===== config.mk =====
export PLATFORM = sky130hd
export DESIGN_NAME = hub75_scan_ctrl_flat
export DESIGN_NICKNAME = d
export VERILOG_FILES = /design/src/rtl/hub75_pkg.sv /design/src/rtl/hub75_scan_ctrl_if.sv /design/src/rtl/hub75_show_timer.sv /design/src/rtl/hub75_scan_ctrl.sv /design/src/flat_wrapper.sv
export SDC_FILE = /design/constraint.sdc
export NUM_CORES = 1
export LEC_CHECK = 0
export BUFFER_PORTS_ARGS = -buffer_cell sky130_fd_sc_hd__clkbuf_2
export CAP_MARGIN = 20
export CORE_UTILIZATION = 45
export DETAILED_ROUTE_END_ITERATION = 8
export GPL_ROUTABILITY_DRIVEN = 0
export HOLD_SLACK_MARGIN = 0.06
export PLACE_DENSITY = 0.75
export SLEW_MARGIN = 30
export SYNTH_ARGS = -nofsm -noshare
export SYNTH_HDL_FRONTEND = slang
export SYNTH_SLANG_ARGS = --single-unit

===== constraint.sdc =====
create_clock -name clk -period 5 [get_ports clk]
set_clock_uncertainty 0.05 [all_clocks]
set_input_delay 0.75 -clock clk [delete_from_list [all_inputs] [get_ports clk]]
set_output_delay 0.75 -clock clk [all_outputs]
set_load 0.005 [all_outputs]

===== src/rtl/hub75_pkg.sv =====
// rtl/hub75_pkg.sv - shared constants, state encoding and sizing helper for the HUB75 scan controller
// Contents:
//   DEF_COLS / DEF_ROWS / DEF_PLANES / DEF_DELAY_BASE : default geometry and plane-0 show time
//   hub75_state_t                                     : scan FSM state encoding
//   show_cnt_width()                                  : width needed for the longest SHOW period
package hub75_pkg;

    localparam int DEF_COLS       = 64;
    localparam int DEF_ROWS       = 16;
    localparam int DEF_PLANES     = 8;
    localparam int DEF_DELAY_BASE = 16;

    typedef enum logic [2:0] {
        ST_IDLE     = 3'd0,
        ST_SHIFT_LO = 3'd1,
        ST_SHIFT_HI = 3'd2,
        ST_BLANK    = 3'd3,
        ST_LATCH    = 3'd4,
        ST_SHOW     = 3'd5,
        ST_DONE     = 3'd6
    } hub75_state_t;

    // Longest SHOW period is the last plane under binary-coded modulation.
    function automatic int show_cnt_width(input int base, input int planes);
        return $clog2((base << (planes - 1)) + 1);
    endfunction

endpackage


===== src/rtl/hub75_scan_ctrl_if.sv =====
// rtl/hub75_scan_ctrl_if.sv - plane-start handshake and panel drive bundle of the HUB75 scan controller
// Signals:
//   in_HUB75_INIT  : start-plane pulse from the plane cache
//   out_COL        : column address to the plane cache
//   out_ROW        : panel row address A..D
//   out_PLANE      : current bit-plane index
//   out_SHIFT_CLK  : panel CLK
//   out_LATCH      : panel LAT
//   out_OE_N       : panel OE, active low
//   out_PLANE_DONE : one-cycle pulse when the plane has been displayed
//   out_BUSY       : high whenever the controller is not idle
// Modports: ctrl (scan controller side), panel (cache/panel side)
interface hub75_scan_ctrl_if
    import hub75_pkg::*;
#(
    parameter int COLS   = DEF_COLS,
    parameter int ROWS   = DEF_ROWS,
    parameter int PLANES = DEF_PLANES
);
    localparam int COL_W = $clog2(COLS);
    localparam int ROW_W = $clog2(ROWS);
    localparam int PL_W  = $clog2(PLANES);

    logic             in_HUB75_INIT;
    logic [COL_W-1:0] out_COL;
    logic [ROW_W-1:0] out_ROW;
    logic [PL_W-1:0]  out_PLANE;
    logic             out_SHIFT_CLK;
    logic             out_LATCH;
    logic             out_OE_N;
    logic             out_PLANE_DONE;
    logic             out_BUSY;

    modport ctrl (
        input  in_HUB75_INIT,
        output out_COL, out_ROW, out_PLANE, out_SHIFT_CLK, out_LATCH,
               out_OE_N, out_PLANE_DONE, out_BUSY
    );

    modport panel (
        output in_HUB75_INIT,
        input  out_COL, out_ROW, out_PLANE, out_SHIFT_CLK, out_LATCH,
               out_OE_N, out_PLANE_DONE, out_BUSY
    );

endinterface


===== src/rtl/hub75_show_timer.sv =====
// rtl/hub75_show_timer.sv - down-counter timing the OE-low SHOW period of one row
// Ports:
//   clk        : clock
//   rst        : synchronous active-high reset
//   i_load     : load i_load_val (asserted in the cycle before SHOW)
//   i_load_val : SHOW length in cycles (>= 1)
//   i_count    : decrement while in SHOW
//   o_done     : high in the last SHOW cycle
module hub75_show_timer #(
    parameter int CNT_W = 8
) (
    input  logic             clk,
    input  logic             rst,
    input  logic             i_load,
    input  logic [CNT_W-1:0] i_load_val,
    input  logic             i_count,
    output logic             o_done
);
    logic [CNT_W-1:0] r_cnt;

    always_ff @(posedge clk) begin
        if (rst) begin
            r_cnt <= '0;
        end else if (i_load) begin
            r_cnt <= i_load_val;
        end else if (i_count && (r_cnt != '0)) begin
            r_cnt <= r_cnt - 1'b1;
        end
    end

    // The counter holds the number of SHOW cycles still to go including the current one.
    assign o_done = (r_cnt == CNT_W'(1));

endmodule


===== src/rtl/hub75_scan_ctrl.sv =====
// rtl/hub75_scan_ctrl.sv - HUB75 LED panel row-scan controller for one bit-plane per start pulse
// Shifts COLS columns per row, blanks, latches, then shows the row for T_show cycles;
// after ROWS rows it pulses out_PLANE_DONE and advances the plane index.
// Optional macro HUB75_BCM_EN: T_show = DELAY_BASE << plane (binary-coded modulation);
// otherwise T_show = DELAY_BASE for every plane.
// Ports:
//   clk : clock, all logic on posedge
//   rst : synchronous active-high reset
//   bus : hub75_scan_ctrl_if.ctrl (start pulse in, panel drive and status out)
module hub75_scan_ctrl
    import hub75_pkg::*;
#(
    parameter int COLS       = DEF_COLS,
    parameter int ROWS       = DEF_ROWS,
    parameter int PLANES     = DEF_PLANES,
    parameter int DELAY_BASE = DEF_DELAY_BASE
) (
    input  logic               clk,
    input  logic               rst,
    hub75_scan_ctrl_if.ctrl    bus
);
    localparam int COL_W = $clog2(COLS);
    localparam int ROW_W = $clog2(ROWS);
    localparam int PL_W  = $clog2(PLANES);
    localparam int CNT_W = show_cnt_width(DELAY_BASE, PLANES);

    localparam logic [COL_W-1:0] COL_LAST   = COL_W'(COLS - 1);
    localparam logic [ROW_W-1:0] ROW_LAST   = ROW_W'(ROWS - 1);
    localparam logic [PL_W-1:0]  PLANE_LAST = PL_W'(PLANES - 1);

    hub75_state_t     r_state, w_next_state;
    logic [COL_W-1:0] r_col, w_next_col;
    logic [ROW_W-1:0] r_row, w_next_row;
    logic [ROW_W-1:0] r_out_row, w_next_out_row;
    logic [PL_W-1:0]  r_plane, w_next_plane;
    logic             r_sclk, r_latch, r_oe_n, r_done, r_busy;
    logic             w_load, w_count, w_timer_done;
    logic [CNT_W-1:0] w_t_show;

`ifdef HUB75_BCM_EN
    assign w_t_show = CNT_W'(DELAY_BASE) << r_plane;
`else
    assign w_t_show = CNT_W'(DELAY_BASE);
`endif

    hub75_show_timer #(.CNT_W(CNT_W)) u_show_timer (
        .clk        (clk),
        .rst        (rst),
        .i_load     (w_load),
        .i_load_val (w_t_show),
        .i_count    (w_count),
        .o_done     (w_timer_done)
    );

    always_comb begin
        w_next_state   = r_state;
        w_next_col     = r_col;
        w_next_row     = r_row;
        w_next_out_row = r_out_row;
        w_next_plane   = r_plane;
        w_load         = 1'b0;
        w_count        = 1'b0;
        case (r_state)
            ST_IDLE: begin
                if (bus.in_HUB75_INIT) begin
                    w_next_state = ST_SHIFT_LO;
                    w_next_col   = '0;
                    w_next_row   = '0;
                end
            end
            ST_SHIFT_LO: w_next_state = ST_SHIFT_HI;
            ST_SHIFT_HI: begin
                if (r_col == COL_LAST) begin
                    w_next_state   = ST_BLANK;
                    // Row address changes only while the panel is blanked.
                    w_next_out_row = r_row;
                end else begin
                    w_next_state = ST_SHIFT_LO;
                    w_next_col   = r_col + 1'b1;
                end
            end
            ST_BLANK: w_next_state = ST_LATCH;
            ST_LATCH: begin
                w_next_state = ST_SHOW;
                w_load       = 1'b1;
            end
            ST_SHOW: begin
                w_count = 1'b1;
                if (w_timer_done) begin
                    if (r_row == ROW_LAST) begin
                        w_next_state = ST_DONE;
                    end else begin
                        w_next_state = ST_SHIFT_LO;
                        w_next_row   = r_row + 1'b1;
                        w_next_col   = '0;
                    end
                end
            end
            ST_DONE: begin
                // The start pulse is deliberately not looked at here.
                w_next_state = ST_IDLE;
                w_next_plane = (r_plane == PLANE_LAST) ? '0 : r_plane + 1'b1;
            end
            default: w_next_state = ST_IDLE;
        endcase
    end

    // Outputs are decoded from the next state so each flop lines up with the state it belongs to.
    always_ff @(posedge clk) begin
        if (rst) begin
            r_state   <= ST_IDLE;
            r_col     <= '0;
            r_row     <= '0;
            r_out_row <= '0;
            r_plane   <= '0;
            r_sclk    <= 1'b0;
            r_latch   <= 1'b0;
            r_oe_n    <= 1'b1;
            r_done    <= 1'b0;
            r_busy    <= 1'b0;
        end else begin
            r_state   <= w_next_state;
            r_col     <= w_next_col;
            r_row     <= w_next_row;
            r_out_row <= w_next_out_row;
            r_plane   <= w_next_plane;
            r_sclk    <= (w_next_state == ST_SHIFT_HI);
            r_latch   <= (w_next_state == ST_LATCH);
            r_oe_n    <= (w_next_state != ST_SHOW);
            r_done    <= (w_next_state == ST_DONE);
            r_busy    <= (w_next_state != ST_IDLE);
        end
    end

    assign bus.out_COL        = r_col;
    assign bus.out_ROW        = r_out_row;
    assign bus.out_PLANE      = r_plane;
    assign bus.out_SHIFT_CLK  = r_sclk;
    assign bus.out_LATCH      = r_latch;
    assign bus.out_OE_N       = r_oe_n;
    assign bus.out_PLANE_DONE = r_done;
    assign bus.out_BUSY       = r_busy;

endmodule


===== src/flat_wrapper.sv =====
// flat-port wrapper written by rule: the top's interface ports become plain ports
module hub75_scan_ctrl_flat import hub75_pkg::*;
#(
    parameter int COLS       = DEF_COLS,
    parameter int ROWS       = DEF_ROWS,
    parameter int PLANES     = DEF_PLANES,
    parameter int DELAY_BASE = DEF_DELAY_BASE
)
  (clk, rst, bus_in_HUB75_INIT, bus_out_COL, bus_out_ROW, bus_out_PLANE, bus_out_SHIFT_CLK, bus_out_LATCH, bus_out_OE_N, bus_out_PLANE_DONE, bus_out_BUSY);
  hub75_scan_ctrl_if #(.COLS(COLS), .ROWS(ROWS), .PLANES(PLANES)) bus_i ();
  input  logic clk;
  input  logic rst;
  input wire logic [$bits(bus_i.in_HUB75_INIT)-1:0] bus_in_HUB75_INIT;
  output wire logic [$bits(bus_i.out_COL)-1:0] bus_out_COL;
  output wire logic [$bits(bus_i.out_ROW)-1:0] bus_out_ROW;
  output wire logic [$bits(bus_i.out_PLANE)-1:0] bus_out_PLANE;
  output wire logic [$bits(bus_i.out_SHIFT_CLK)-1:0] bus_out_SHIFT_CLK;
  output wire logic [$bits(bus_i.out_LATCH)-1:0] bus_out_LATCH;
  output wire logic [$bits(bus_i.out_OE_N)-1:0] bus_out_OE_N;
  output wire logic [$bits(bus_i.out_PLANE_DONE)-1:0] bus_out_PLANE_DONE;
  output wire logic [$bits(bus_i.out_BUSY)-1:0] bus_out_BUSY;
  assign bus_i.in_HUB75_INIT = bus_in_HUB75_INIT;
  assign bus_out_COL = bus_i.out_COL;
  assign bus_out_ROW = bus_i.out_ROW;
  assign bus_out_PLANE = bus_i.out_PLANE;
  assign bus_out_SHIFT_CLK = bus_i.out_SHIFT_CLK;
  assign bus_out_LATCH = bus_i.out_LATCH;
  assign bus_out_OE_N = bus_i.out_OE_N;
  assign bus_out_PLANE_DONE = bus_i.out_PLANE_DONE;
  assign bus_out_BUSY = bus_i.out_BUSY;
  hub75_scan_ctrl #(.COLS(COLS), .ROWS(ROWS), .PLANES(PLANES), .DELAY_BASE(DELAY_BASE)) u_core (.clk(clk), .rst(rst), .bus(bus_i));
endmodule

==> summary.md, run 1 <==
| Metric | Value |
|---|---|
| Area of the multi-input gates | 992 um2 |
| Top area cells in the synthesized netlist | dfxtp_1 (42%), nor2_1 (5.1%), ha_1 (4.9%) |
| Register area | 741 um2 |
| Cell area after layout | 2020 um2 |
| Reg2reg end | u_core.bus.out_COL[3]$_SDFFE_PP0P_ |
| Syn Inst Count | 198 |
| CP Launch Type | register |
| Hold Worst Slack | 0.407 ns |
| Setup Fix Bufs, Post-CTS | 0 |
| Final WL | 3290 um |
| I/O pins | 21 |
| Reg2reg path depth | 5 |
| DRT iter0 DRCs | 48 |
| GRT Util Overall | 18.0% |
| H-tree depth | 2 |
| Count leader, synth | dfxtp_1 |
| Crit Path Class | register to register |
| CTS root buf | clkbuf_8 |
| Post-synthesis sequential area ratio | 41.7% |
| First-pass GRT wire length | 5640 um |
| Layout area overhead | 14.1% |
| Antenna cells | 0 |
| Post-DRT Antenna Nets | 0 |
| Critical Path AT | 2.25 ns |
| Via density | 5.39 |
| CP Capture Type | register |
| CTS tree | yes |
| Ys Warns | 0 |
| Num rows | 22 |
| Slew HR | 41.0% |
| CTS Buffer Depth | 2 |
| Die Ht | 64.8 um |
| Initial antenna violation count | 0 |
| Clk_lat worst skew | 0.29 ns |
| Nets | 228 |
| Actual slew at the worst max-slew pin | 0.877 ns |
| Synthesized area per cell | 8.96 um2 |
| Pre-CTS worst setup slack | 2.82 ns |
| Mapped Nets | 208 |
| Setup TNS | 0 ns |
| Setup violations, final | 0 |
| End of the critical path | u_core.bus.out_COL[3]$_SDFFE_PP0P_ |
| Post_cts resized | 0 |
| Period utilization | 42.7% |
| Fin. max-slew vios | 0 |
| PD cells | 301 nW/um2 |
| DR WL/cell | 12.3 um |
| Shortest period the worst path allows | 2.14 ns |
| Layout cells sized above 1 | 18.3% |
| Area leader, netlist | dfxtp_1 |
| CP Launch Point | u_core.r_state[1]$_SDFF_PP0_ |
| Final worst slack | 2.86 ns |
| Yosys top cell area share | 41.7% |
| Setup slack, reg-to-reg | 2.86 ns |
| CP Max Fanout | 14 |
| Fmax | 468 MHz |
| Gr ovfl total | 0 |
| IO Port Bufs | 20 |
| Fin. Hold Viols | 0 |
| CTS buffer count | 5 |
| Die area | 4200 um2 |
| Reg-to-Reg Start | u_core.r_state[1]$_SDFF_PP0_ |
| First-pass DRT Iterations | 4 |
| Hold Path Class | register to register |
| Async set-reset flop share out of synthesis | 0% |
| Max-cap violations | 0 |
| Post-cts hold buffer count | 0 |
| EDFF count, synth | 0 |
| DP HPWL | 2310 um |
| # fillers | 355 |
| Synthesized area | 1770 um2 |
| Post-DP Area | 1910 um2 |
| Synth Flop Type | dfxtp_1 |
| CTS sink cnt | 37 |
| CTS clk-pin slew, worst paths | 0.07 ns |
| RSZ-0062 raised after global routing | false |
| Die width | 64.8 um |
| Largest net degree at the start of global routing | 22 |
| CP required | 5.11 ns |
| Core Area | 3720 um2 |
| Peak VDD IR | 0.000192 V |
| Top cells by count, synth | dfxtp_1 (37), nor2_1 (24), nand2_1 (19) |
| DRC | 0 |
| Via Count | 1438 |
| Yosys reg bits | 37 |
| Number of global-route vias before repair | 1323 |
| Leak | 0.786 nW |
| Status | complete, no violations |
| Post-synthesis cell type count | 41 |
| Initial Utilization | 47.7% |
[where the power goes]
part	internal (mW)	switching [mW]	total (mW)
sequential	0.300	0.00838	0.308
clock	0.163	0.104	0.266
combinational	0.0141	0.0205	0.0345
[critical path, cell delays in order (launching register included)]
cell     delay, ns
dfxtp_1       0.60
nand4_1       0.19
nor4_2        0.69
nor4_1        0.19
xnor2_1       0.24
nor3_2        0.05
[how the worst min path moves through the flow]
stage	from	endpoint	slack, ns	cells after the start
2_1_floorplan	u_core.bus.out_ROW[3]$_SDFFE_PP0P_	u_core.bus.out_ROW[3]$_SDFFE_PP0P_	0.40	2
3_3_place_gp	u_core.bus.out_ROW[3]$_SDFFE_PP0P_	u_core.bus.out_ROW[3]$_SDFFE_PP0P_	0.39	2
3_5_place_dp	u_core.bus.out_ROW[3]$_SDFFE_PP0P_	u_core.bus.out_ROW[3]$_SDFFE_PP0P_	0.40	2
4_1_cts	u_core.bus.out_ROW[3]$_SDFFE_PP0P_	u_core.bus.out_ROW[3]$_SDFFE_PP0P_	0.41	2
5_1_grt	u_core.bus.out_ROW[0]$_SDFFE_PP0P_	u_core.bus.out_ROW[0]$_SDFFE_PP0P_	0.43	2
6_report	u_core.bus.out_ROW[3]$_SDFFE_PP0P_	u_core.bus.out_ROW[3]$_SDFFE_PP0P_	0.41	2
[sequential cells by signal, indices dropped and copies added (netlist names)]
| register | flops |
|---|---|
| u_core.bus.out_BUSY | 1 |
| u_core.bus.out_COL | 6 |
| u_core.bus.out_LATCH | 1 |
| u_core.bus.out_OE_N | 1 |
| u_core.bus.out_PLANE | 3 |
| u_core.bus.out_PLANE_DONE | 1 |
| u_core.bus.out_ROW | 4 |
| u_core.bus.out_SHIFT_CLK | 1 |
| u_core.r_row | 4 |
| u_core.r_state | 3 |
| u_core.u_show_timer.r_cnt | 12 |
[kinds of logic (layout without fill, tap and decap cells)]
kind of cell,count (synthesis),in the layout,share of synthesized area (%)
AO/OA/AOI/OAI,30,30,11.1
XOR/XNOR,16,16,7.90
adder cells (fa/ha/maj),7,7,4.94
buffers and inverters,11,32,2.33
flip-flops,37,37,41.7
multiplexers,4,4,2.33
AND/OR/NAND/NOR,93,93,29.7
[metrics by stage]
step	util (%)	std cells	total power, mW
2_1_floorplan	-	198	0.341
3_3_place_gp	51.3	259	0.349
3_5_place_dp	51.3	259	0.350
4_1_cts	54.5	267	0.617
5_1_grt	54.5	267	0.637
6_report	54.5	267	0.609
[layout by cell type, fill, tap and decap left out, types with 2 or more instances in the layout]
cell type,Yosys,layout
dfxtp_1,37,37
nor2_1,24,24
clkbuf_2,0,20
nand2_1,19,19
a21oi_1,13,13
nor3_1,9,9
nand3_1,9,9
xnor2_1,9,9
o21ai_0,7,7
xor2_1,7,7
ha_1,7,7
clkbuf_8,0,6
inv_1,4,4
nor4_1,4,4
nand3b_1,3,3
or2_2,3,3
mux2i_1,3,3
nor3_2,3,3
nor3b_1,2,2
nand4_1,2,2
nor4_2,2,2
nor2b_1,2,2
and3_1,2,2
nand4b_1,2,2
o31ai_1,2,2
[per-layer routing]
| metal | track usage, % | up-vias | wire, um |
|---|---|---|---|
| met5 | 0 | - | 0 |
| met4 | 8.33 | 0 | 36 |
| met3 | 6.34 | 4 | 96 |
| met2 | 30.3 | 14 | 1590 |
| met1 | 20.2 | 685 | 1570 |
| li1 | - | 735 | - |
[area by class of cell]
| type | count | share of cell area [%] |
|---|---|---|
| Inverter | 4 | 0.742 |
| Tap cell | 48 | 2.97 |
| Clock inverter | 1 | 1.48 |
| Timing Repair Buffer | 20 | 4.94 |
| Sequential cell | 37 | 36.6 |
| Clock buffer | 7 | 4.26 |
| Multi-Input combinational cell | 150 | 49.0 |
(Power assumes the default switching activity.)
==> run 2, diff against run 1 <==
--- a/config.mk
+++ b/config.mk
@@ -5,6 +5,7 @@
 export SDC_FILE = /design/constraint.sdc
 export NUM_CORES = 1
 export LEC_CHECK = 0
+export ABC_AREA = 1
 export BUFFER_PORTS_ARGS = -buffer_cell sky130_fd_sc_hd__clkbuf_2
 export CAP_MARGIN = 20
 export CORE_UTILIZATION = 45
==> constraint.sdc (replaced) <==
create_clock -name clk -period 2.07 [get_ports clk]
set_clock_uncertainty 0.05 [all_clocks]
set_input_delay 0.3105 -clock clk [delete_from_list [all_inputs] [get_ports clk]]
set_output_delay 0.3105 -clock clk [all_outputs]
set_load 0.005 [all_outputs]
==> run 2 against run 1 <==
Effect of this change: combinational power rose to 5.4 times the previous value; core utilization fell by 2.1 points; non-clock buffer count rose by 3; global-route usage rose by 0.81 points; highest routed layer unchanged.
==> summary.md, run 2 <==
| Metric | Value |
|---|---|
| Largest Register | u_core.u_show_timer.r_cnt |
| EDFF count, synth | 0 (unchanged) |
| Reg2reg path depth | 10 (+5) |
| DRC | 0 (unchanged) |
| Commonest non-fill, non-tap cell in the layout | nand2_1 |
| Top area cells in the synthesized netlist | dfxtp_1 (36%), nand2_1 (14%), nor2_1 (6.3%) |
| Slew HR | 66.0% (+25 points) |
| Via Count | 1897 (+32%) |
| Crit Path Class | register to register |
| Clk network pwr share | 40.5% (-3.2 points) |
| Nets | 327 (+43%) |
| Reg-to-Reg Start | u_core.bus.out_COL[0]$_SDFFE_PP0P_ |
| Switching Share | 24.8% (+3.0 points) |
| Core Area | 4350 um2 (+17%) |
| CTS buffer count | 5 (unchanged) |
| CTS clk-pin slew, worst paths | 0.07 ns (about the same) |
| Critical path depth | 10 (+5) |
| Commonest non-fill, non-tap cells in the layout | nand2_1 (75), dfxtp_1 (37), nor2_1 (34) |
| CP dominant cell by count | nand2_1 |
| Yosys reg bits | 37 (unchanged) |
| CP Max Fanout | 7 (-7) |
| Hold Path Class | input port to register |
| WL met3 | 205 um (+110%) |
| CP max-delay cell | dfxtp_1 |
| First-pass DRT Iterations | 4 (unchanged) |
| Gr ovfl total | 0 (unchanged) |
| Die width | 69.2 um (+6.9%) |
| Fin. Hold Viols | 0 (unchanged) |
| Synth Flop Type | dfxtp_1 |
| CP top delay family | simple AND/OR/NAND/NOR gates |
| # fillers | 404 (+14%) |
| Post-synthesis cell type count | 31 (-24%) |
| IO Port Bufs | 20 (unchanged) |
| Die Ht | 69.2 um (+6.9%) |
| Fin. max-slew vios | 0 (unchanged) |
| Status | complete, no violations |
| Setup slack, reg-to-reg | 0.38 ns (-2.49 ns) |
| Post_cts resized | 0 (unchanged) |
| Largest net degree at the start of global routing | 16 (-27%) |
| Clk_lat worst skew | 0.29 ns (about the same) |
| Area of the multi-input gates | 1120 um2 (+12%) |
| Actual slew at the worst max-slew pin | 0.506 ns (-0.371 ns) |
| Num rows | 24 (+9.1%) |
| Initial Utilization | 46.7% (-1.0 points) |
| Antenna cells | 0 (unchanged) |
| Layout area overhead | 12.2% |
| GRT Util Overall | 18.8% (+0.81 points) |
| Count leader, synth | nand2_1 |
| DR WL/cell | 11.3 um (-7.9%) |
| Period utilization | 81.7% (+39 points) |
| Register area | 741 um2 (unchanged) |
| Internal power | 1.19 mW (+150%) |
| Initial antenna violation count | 0 (unchanged) |
| Net Sw Power | 0.393 mW (+200%) |
| I/O pins | 21 (unchanged) |
| Async set-reset flop share out of synthesis | 0% (unchanged) |
| Max Used Layer | met4 |
| Crit-path cells | ha_1 > nand3_1 > inv_1 > nand2_1 > nor2_4 > nor2_4 > nand2_4 > nand2_1 > nand2_1 > nor2_1 |
| Ys Warns | 0 (unchanged) |
| Fmax | 591 MHz (+26%) |
| Number of global-route vias before repair | 1705 (+29%) |
| Pre-CTS worst setup slack | 0.391 ns (-2.43 ns) |
| Routed met1 length | 2030 um (+30%) |
| Shortest period the worst path allows | 1.69 ns (-0.444 ns) |
| DRT iter0 DRCs | 134 (+180%) |
| CTS tree | yes |
| Power share of the sequential group | 47.8% (-2.8 points) |
| Layout cells sized above 1 | 17.3% (-0.97 points) |
| Synthesized area | 2030 um2 (+15%) |
| Worst path bufs/invs | 1 (+1) |
| Post-cts hold buffer count | 0 (unchanged) |
| End of the critical path | u_core.bus.out_COL[1]$_SDFFE_PP0P_ |
| CP Launch Point | u_core.bus.out_COL[0]$_SDFFE_PP0P_ |
| Setup Fix Bufs, Post-CTS | 0 (unchanged) |
| Leak | 1.03 nW (+31%) |
| Setup violations, final | 0 (unchanged) |
| Post-synthesis sequential area ratio | 36.4% (-5.3 points) |
| CP required | 2.21 ns (-2.90 ns) |
| Met2 routed WL | 1910 um (+21%) |
| Part of the power in combinational logic | 11.7% (+6.0 points) |
| DP HPWL | 3090 um (+34%) |
| Critical Path AT | 1.83 ns (-0.42 ns) |
| Mapped Nets | 304 (+46%) |
| PD cells | 695 nW/um2 (+130%) |
| Top cells by count, synth | nand2_1 (75), dfxtp_1 (37), nor2_1 (34) |
| Post-DRT Antenna Nets | 0 (unchanged) |
| CTS sink cnt | 37 (unchanged) |
| Area leader, netlist | dfxtp_1 |
| Yosys top cell area share | 36.4% (-5.3 points) |
| Power Total | 1.59 mW (+160%) |
| Reg2reg end | u_core.bus.out_COL[1]$_SDFFE_PP0P_ |
| CP Capture Type | register |
| CTS root buf | clkbuf_8 |
| Setup TNS | 0 ns (unchanged) |
| H-tree depth | 2 (unchanged) |
| CTS Buffer Depth | 2 (unchanged) |
| RSZ-0062 raised after global routing | false |
| Synthesized area per cell | 6.92 um2 (-23%) |
| Final worst slack | 0.379 ns (-2.49 ns) |
| Largest register FFs | 12 (unchanged) |
| First-pass GRT wire length | 7450 um (+32%) |
| Syn Inst Count | 294 (+48%) |
| Critical path's largest stage delay | 0.45 ns (-0.24 ns) |
| Hold Worst Slack | 0.350 ns (-0.0570 ns) |
| Max-cap violations | 0 (unchanged) |
| Final WL | 4190 um (+28%) |
| CP Launch Type | register |
| Via density | 5.13 (-4.8%) |
| Die area | 4790 um2 (+14%) |
| Peak VDD IR | 0.000336 V (+75%) |
run 2: final cells by class:
type                    instances  area share, %
multi-input cells             218           48.9
flip-flops and latches         37           32.5
repair buffers                 23           5.37
inverters                      32           5.32
clock buffers                   7           3.78
well taps                      52           2.85
clock inverters                 1           1.32
run 2: worst min path at each step:
stage | from | endpoint | cells after the start
2_1_floorplan | u_core.r_row[3]$_SDFFE_PP0P_ | u_core.r_row[3]$_SDFFE_PP0P_ | 2
3_3_place_gp | u_core.bus.out_PLANE[2]$_SDFFE_PP0N_ | u_core.bus.out_PLANE[2]$_SDFFE_PP0N_ | 2
3_5_place_dp | u_core.bus.out_PLANE[2]$_SDFFE_PP0N_ | u_core.bus.out_PLANE[2]$_SDFFE_PP0N_ | 2
4_1_cts | rst | u_core.bus.out_COL[5]$_SDFFE_PP0P_ | 3
5_1_grt | rst | u_core.bus.out_COL[5]$_SDFFE_PP0P_ | 3
6_report | rst | u_core.bus.out_COL[4]$_SDFFE_PP0P_ | 3
run 2: per-stage QoR:
step                      instance area (um2)  utilization (%)  instances
after floorplan                          2030                -        294
after global placement                   2170             49.7        362
after detailed placement                 2170             49.7        362
after CTS                                2280             52.4        370
after global routing                     2280             52.4        370
final                                    2280             52.4        370
run 2: power by group through the flow:
stage | sequential, mW | clock [mW] | combinational [mW]
after floorplan | 0.767 | 0 | 0.144
after global placement | 0.773 | 0 | 0.181
after detailed placement | 0.774 | 0 | 0.184
after CTS | 0.758 | 0.661 | 0.185
after global routing | 0.762 | 0.692 | 0.215
final | 0.758 | 0.643 | 0.186
run 2: tightest hold or removal path, cell delays in order:
cell      delay, ns
clkbuf_2       0.09
buf_4          0.21
a21oi_2        0.04
run 2: routing by layer:
metal,vias to the layer above,track usage [%]
met5,-,0
met4,0,7.94
met3,4,4.80
met2,47,28.7
met1,853,25.2
li1,993,-
run 2: cell families (layout without fill, tap and decap cells):
| logic type | after synthesis | in the layout | share of synthesized area, % |
|---|---|---|---|
| buffers and inverters | 39 | 63 | 8.73 |
| adders and majority gates | 7 | 7 | 4.30 |
| DFF | 37 | 37 | 36.4 |
| AOI/OAI and AO/OA | 39 | 39 | 10.5 |
| and+or+nand+nor | 167 | 167 | 37.9 |
| xor gates and xnor gates | 5 | 5 | 2.15 |
==> run 3, diff against run 2 <==
--- a/config.mk
+++ b/config.mk
@@ -12,7 +12,7 @@
 export DETAILED_ROUTE_END_ITERATION = 8
 export GPL_ROUTABILITY_DRIVEN = 0
 export HOLD_SLACK_MARGIN = 0.06
-export PLACE_DENSITY = 0.75
+export PLACE_DENSITY = 0.77
 export SLEW_MARGIN = 30
 export SYNTH_ARGS = -nofsm -noshare
 export SYNTH_HDL_FRONTEND = slang
==> constraint.sdc (replaced) <==
create_clock -name clk -period 1.4 [get_ports clk]
set_clock_uncertainty 0.05 [all_clocks]
set_input_delay 0.21 -clock clk [delete_from_list [all_inputs] [get_ports clk]]
set_output_delay 0.21 -clock clk [all_outputs]
set_load 0.005 [all_outputs]
==> run 3 against run 2 <==
Effect of this change: the run now ends with design-rule violations, negative setup slack left; die area unchanged; flip-flop and latch count unchanged; first-iteration DRC count down 13%; sequential power up 46%; final cell count up 9.5%; register-to-register slack worse by 0.48 ns; critical path type unchanged; critical endpoint is now u_core.bus.out_BUSY$_SDFF_PP0_.
==> summary.md, run 3 (synthesized netlist as in run 2, its figures left out) <==
| Metric | Value |
|---|---|
| Status | complete, but fails checks |
| Failing checks | design-rule violations, negative setup slack |
| Nets | 362 (+11%) |
| Via density | 5.24 (+2.2%) |
| Crit Path Class | register to register |
| Final core utilization | 66.2% (+14 points) |
| Layout cells sized above 1 | 47.6% (+30 points) |
| DRC | 1 (+1) |
| Shortest period the worst path allows | 1.50 ns (-0.192 ns) |
| Commonest non-fill, non-tap cells in the layout | nand2_1 (55), buf_4 (32), dfxtp_1 (24) |
| Via Count | 2122 (+12%) |
| Period utilization | 107% (+25 points) |
| CP required | 1.54 ns (-0.67 ns) |
| CTS sink cnt | 37 (unchanged) |
| H-tree depth | 2 (unchanged) |
| Layout area overhead | 41.7% |
| Die area | 4790 um2 (unchanged) |
| Crit-path cells | ha_2 > nand2_1 > nor2_2 > inv_2 > a21oi_1 > nand2_1 > o21ai_1 > nand2_1 |
| CTS tree | yes |
| Initial antenna violation count | 0 (unchanged) |
| CTS clk-pin slew, worst paths | 0.08 ns (about the same) |
| CP Capture Type | register |
| GRT Util Overall | 22.0% (+3.2 points) |
| Max-cap violations | 0 (unchanged) |
| Leak | 1.29 nW (+25%) |
| Final worst slack | -0.0998 ns (-0.478 ns) |
| Die Ht | 69.2 um (unchanged) |
| CP max-delay cell | dfxtp_2 |
| Slew HR | 68.9% (+3.0 points) |
| Hold Worst Slack | 0.286 ns (-0.0639 ns) |
| DRT iter0 DRCs | 117 (-13%) |
| Clk_lat worst skew | 0.30 ns (about the same) |
| CP Max Fanout | 2 (-5) |
| Commonest non-fill, non-tap cell in the layout | nand2_1 |
| Peak VDD IR | 0.000602 V (+79%) |
| Register area | 759 um2 (+2.5%) |
| Core Area | 4350 um2 (unchanged) |
| Critical Path AT | 1.64 ns (-0.19 ns) |
| CTS Buffer Depth | 2 (unchanged) |
| Fin. max-slew vios | 0 (unchanged) |
| Largest net degree at the start of global routing | 16 (unchanged) |
| CTS buffer count | 5 (unchanged) |
| Hold Path Class | input port to register |
| Number of global-route vias before repair | 1959 (+15%) |
| DP HPWL | 3470 um (+12%) |
| I/O pins | 21 (unchanged) |
| # fillers | 344 (-15%) |
| Actual slew at the worst max-slew pin | 0.461 ns (-0.0447 ns) |
| Gr ovfl total | 0 (unchanged) |
| Initial Utilization | 46.7% (unchanged) |
| First-pass GRT wire length | 8660 um (+16%) |
| Largest Register | u_core.u_show_timer.r_cnt |
| Fin. Hold Viols | 0 (unchanged) |
| DR WL/cell | 13.5 um (+19%) |
| Largest register FFs | 12 (unchanged) |
| CTS root buf | clkbuf_8 |
| Setup violations, final | 25 (+25) |
| IO Port Bufs | 20 (unchanged) |
| Die width | 69.2 um (unchanged) |
| Post-DRT Antenna Nets | 0 (unchanged) |
| Area of the multi-input gates | 1390 um2 (+25%) |
| RSZ-0062 raised after global routing | true |
| CP dominant cell by count | nand2_1 |
| Critical path's largest stage delay | 0.33 ns (-0.12 ns) |
| Final WL | 5470 um (+30%) |
| Fmax | 667 MHz (+13%) |
| Antenna cells | 0 (unchanged) |
| Placed Cells incl. Taps | 395 (+9.1%) |
| Num rows | 24 (unchanged) |
| Fin cells | 405 (+9.5%) |
| First-pass DRT Iterations | 6 (+2) |
| PD cells | 913 nW/um2 (+31%) |
| CP Launch Type | register |
-- run 3: changes by cell type in the layout (fill, tap and decap cells not counted), moves of 12 or more --
| cell | previous run | this run |
|---|---|---|
| a21oi_2 | 3 | 15 |
| buf_4 | 3 | 32 |
| a21oi_1 | 25 | 13 |
| dfxtp_1 | 37 | 24 |
| nand2_2 | 7 | 21 |
| nand2_1 | 75 | 55 |
| dfxtp_2 | 0 | 12 |
-- run 3: layout make-up --
type                    instances  area share, %
clock inverters                 3           2.26
flip-flops and latches         37           26.3
well taps                      52           2.26
repair buffers                 57           13.9
inverters                      32           4.47
clock buffers                   5           2.39
repair inverters                1          0.130
multi-input cells             218           48.3
-- run 3: path summary, 6_finish.rpt --
path	startpoint	endpoint	slack, ns	cells past startpoint
worst min-delay path	rst	u_core.bus.out_PLANE[1]$_SDFFE_PP0N_	0.29	3
worst min register to register	u_core.bus.out_PLANE[2]$_SDFFE_PP0N_	u_core.bus.out_PLANE[2]$_SDFFE_PP0N_	0.43	2
worst max register to register	u_core.r_row[0]$_SDFFE_PP0P_	u_core.bus.out_BUSY$_SDFF_PP0_	-0.1	8
worst max-delay path	u_core.r_row[0]$_SDFFE_PP0P_	u_core.bus.out_BUSY$_SDFF_PP0_	-0.1	8
-- run 3: report_power, final --
part	total, mW	switching [mW]	leakage [nW]	internal [mW]
registers	1.11	0.0280	0.306	1.09
logic	0.393	0.234	0.915	0.159
clock network	1.12	0.416	0.0681	0.708
total	2.63	0.678	1.29	1.95
-- run 3: worst max-delay path, delay by kind of cell, from the launching register on --
kind / cells / cell delay [ns]
and+or+nand+nor: 4 / 0.42
AOI/OAI and AO/OA: 2 / 0.36
DFF: 1 / 0.33
adders and majority gates: 1 / 0.17
buffers and inverters: 1 / 0.06
-- run 3: repair_timing --
action	CTS	global route
hold buffers	0	0
endpoints found under the setup margin	29	31
pin swaps	13	11
cloned	1	0
gates resized for setup	44	56
setup buffers	1	0
-- run 3: per-layer routing --
metal	global-route usage [%]	vias up	wire, um
met4	8.62	0	89
met2	35.3	51	2780
met3	4.36	7	209
met1	29.0	1001	2390
li1	-	1063	-
met5	0	-	0
-- run 3: per-stage QoR --
step	area [um2]	setup TNS [ns]	setup slack (ns)	power [mW]
finish	2880	-1.26	-0.0998	2.63
global route	2880	-3.26	-0.197	2.73
CTS	2720	-0.0445	-0.0350	2.59
detailed placement	2420	-1.55	-0.151	1.47
global placement	2420	-0.409	-0.0393	1.46
floorplan	2040	0	0.00345	1.35
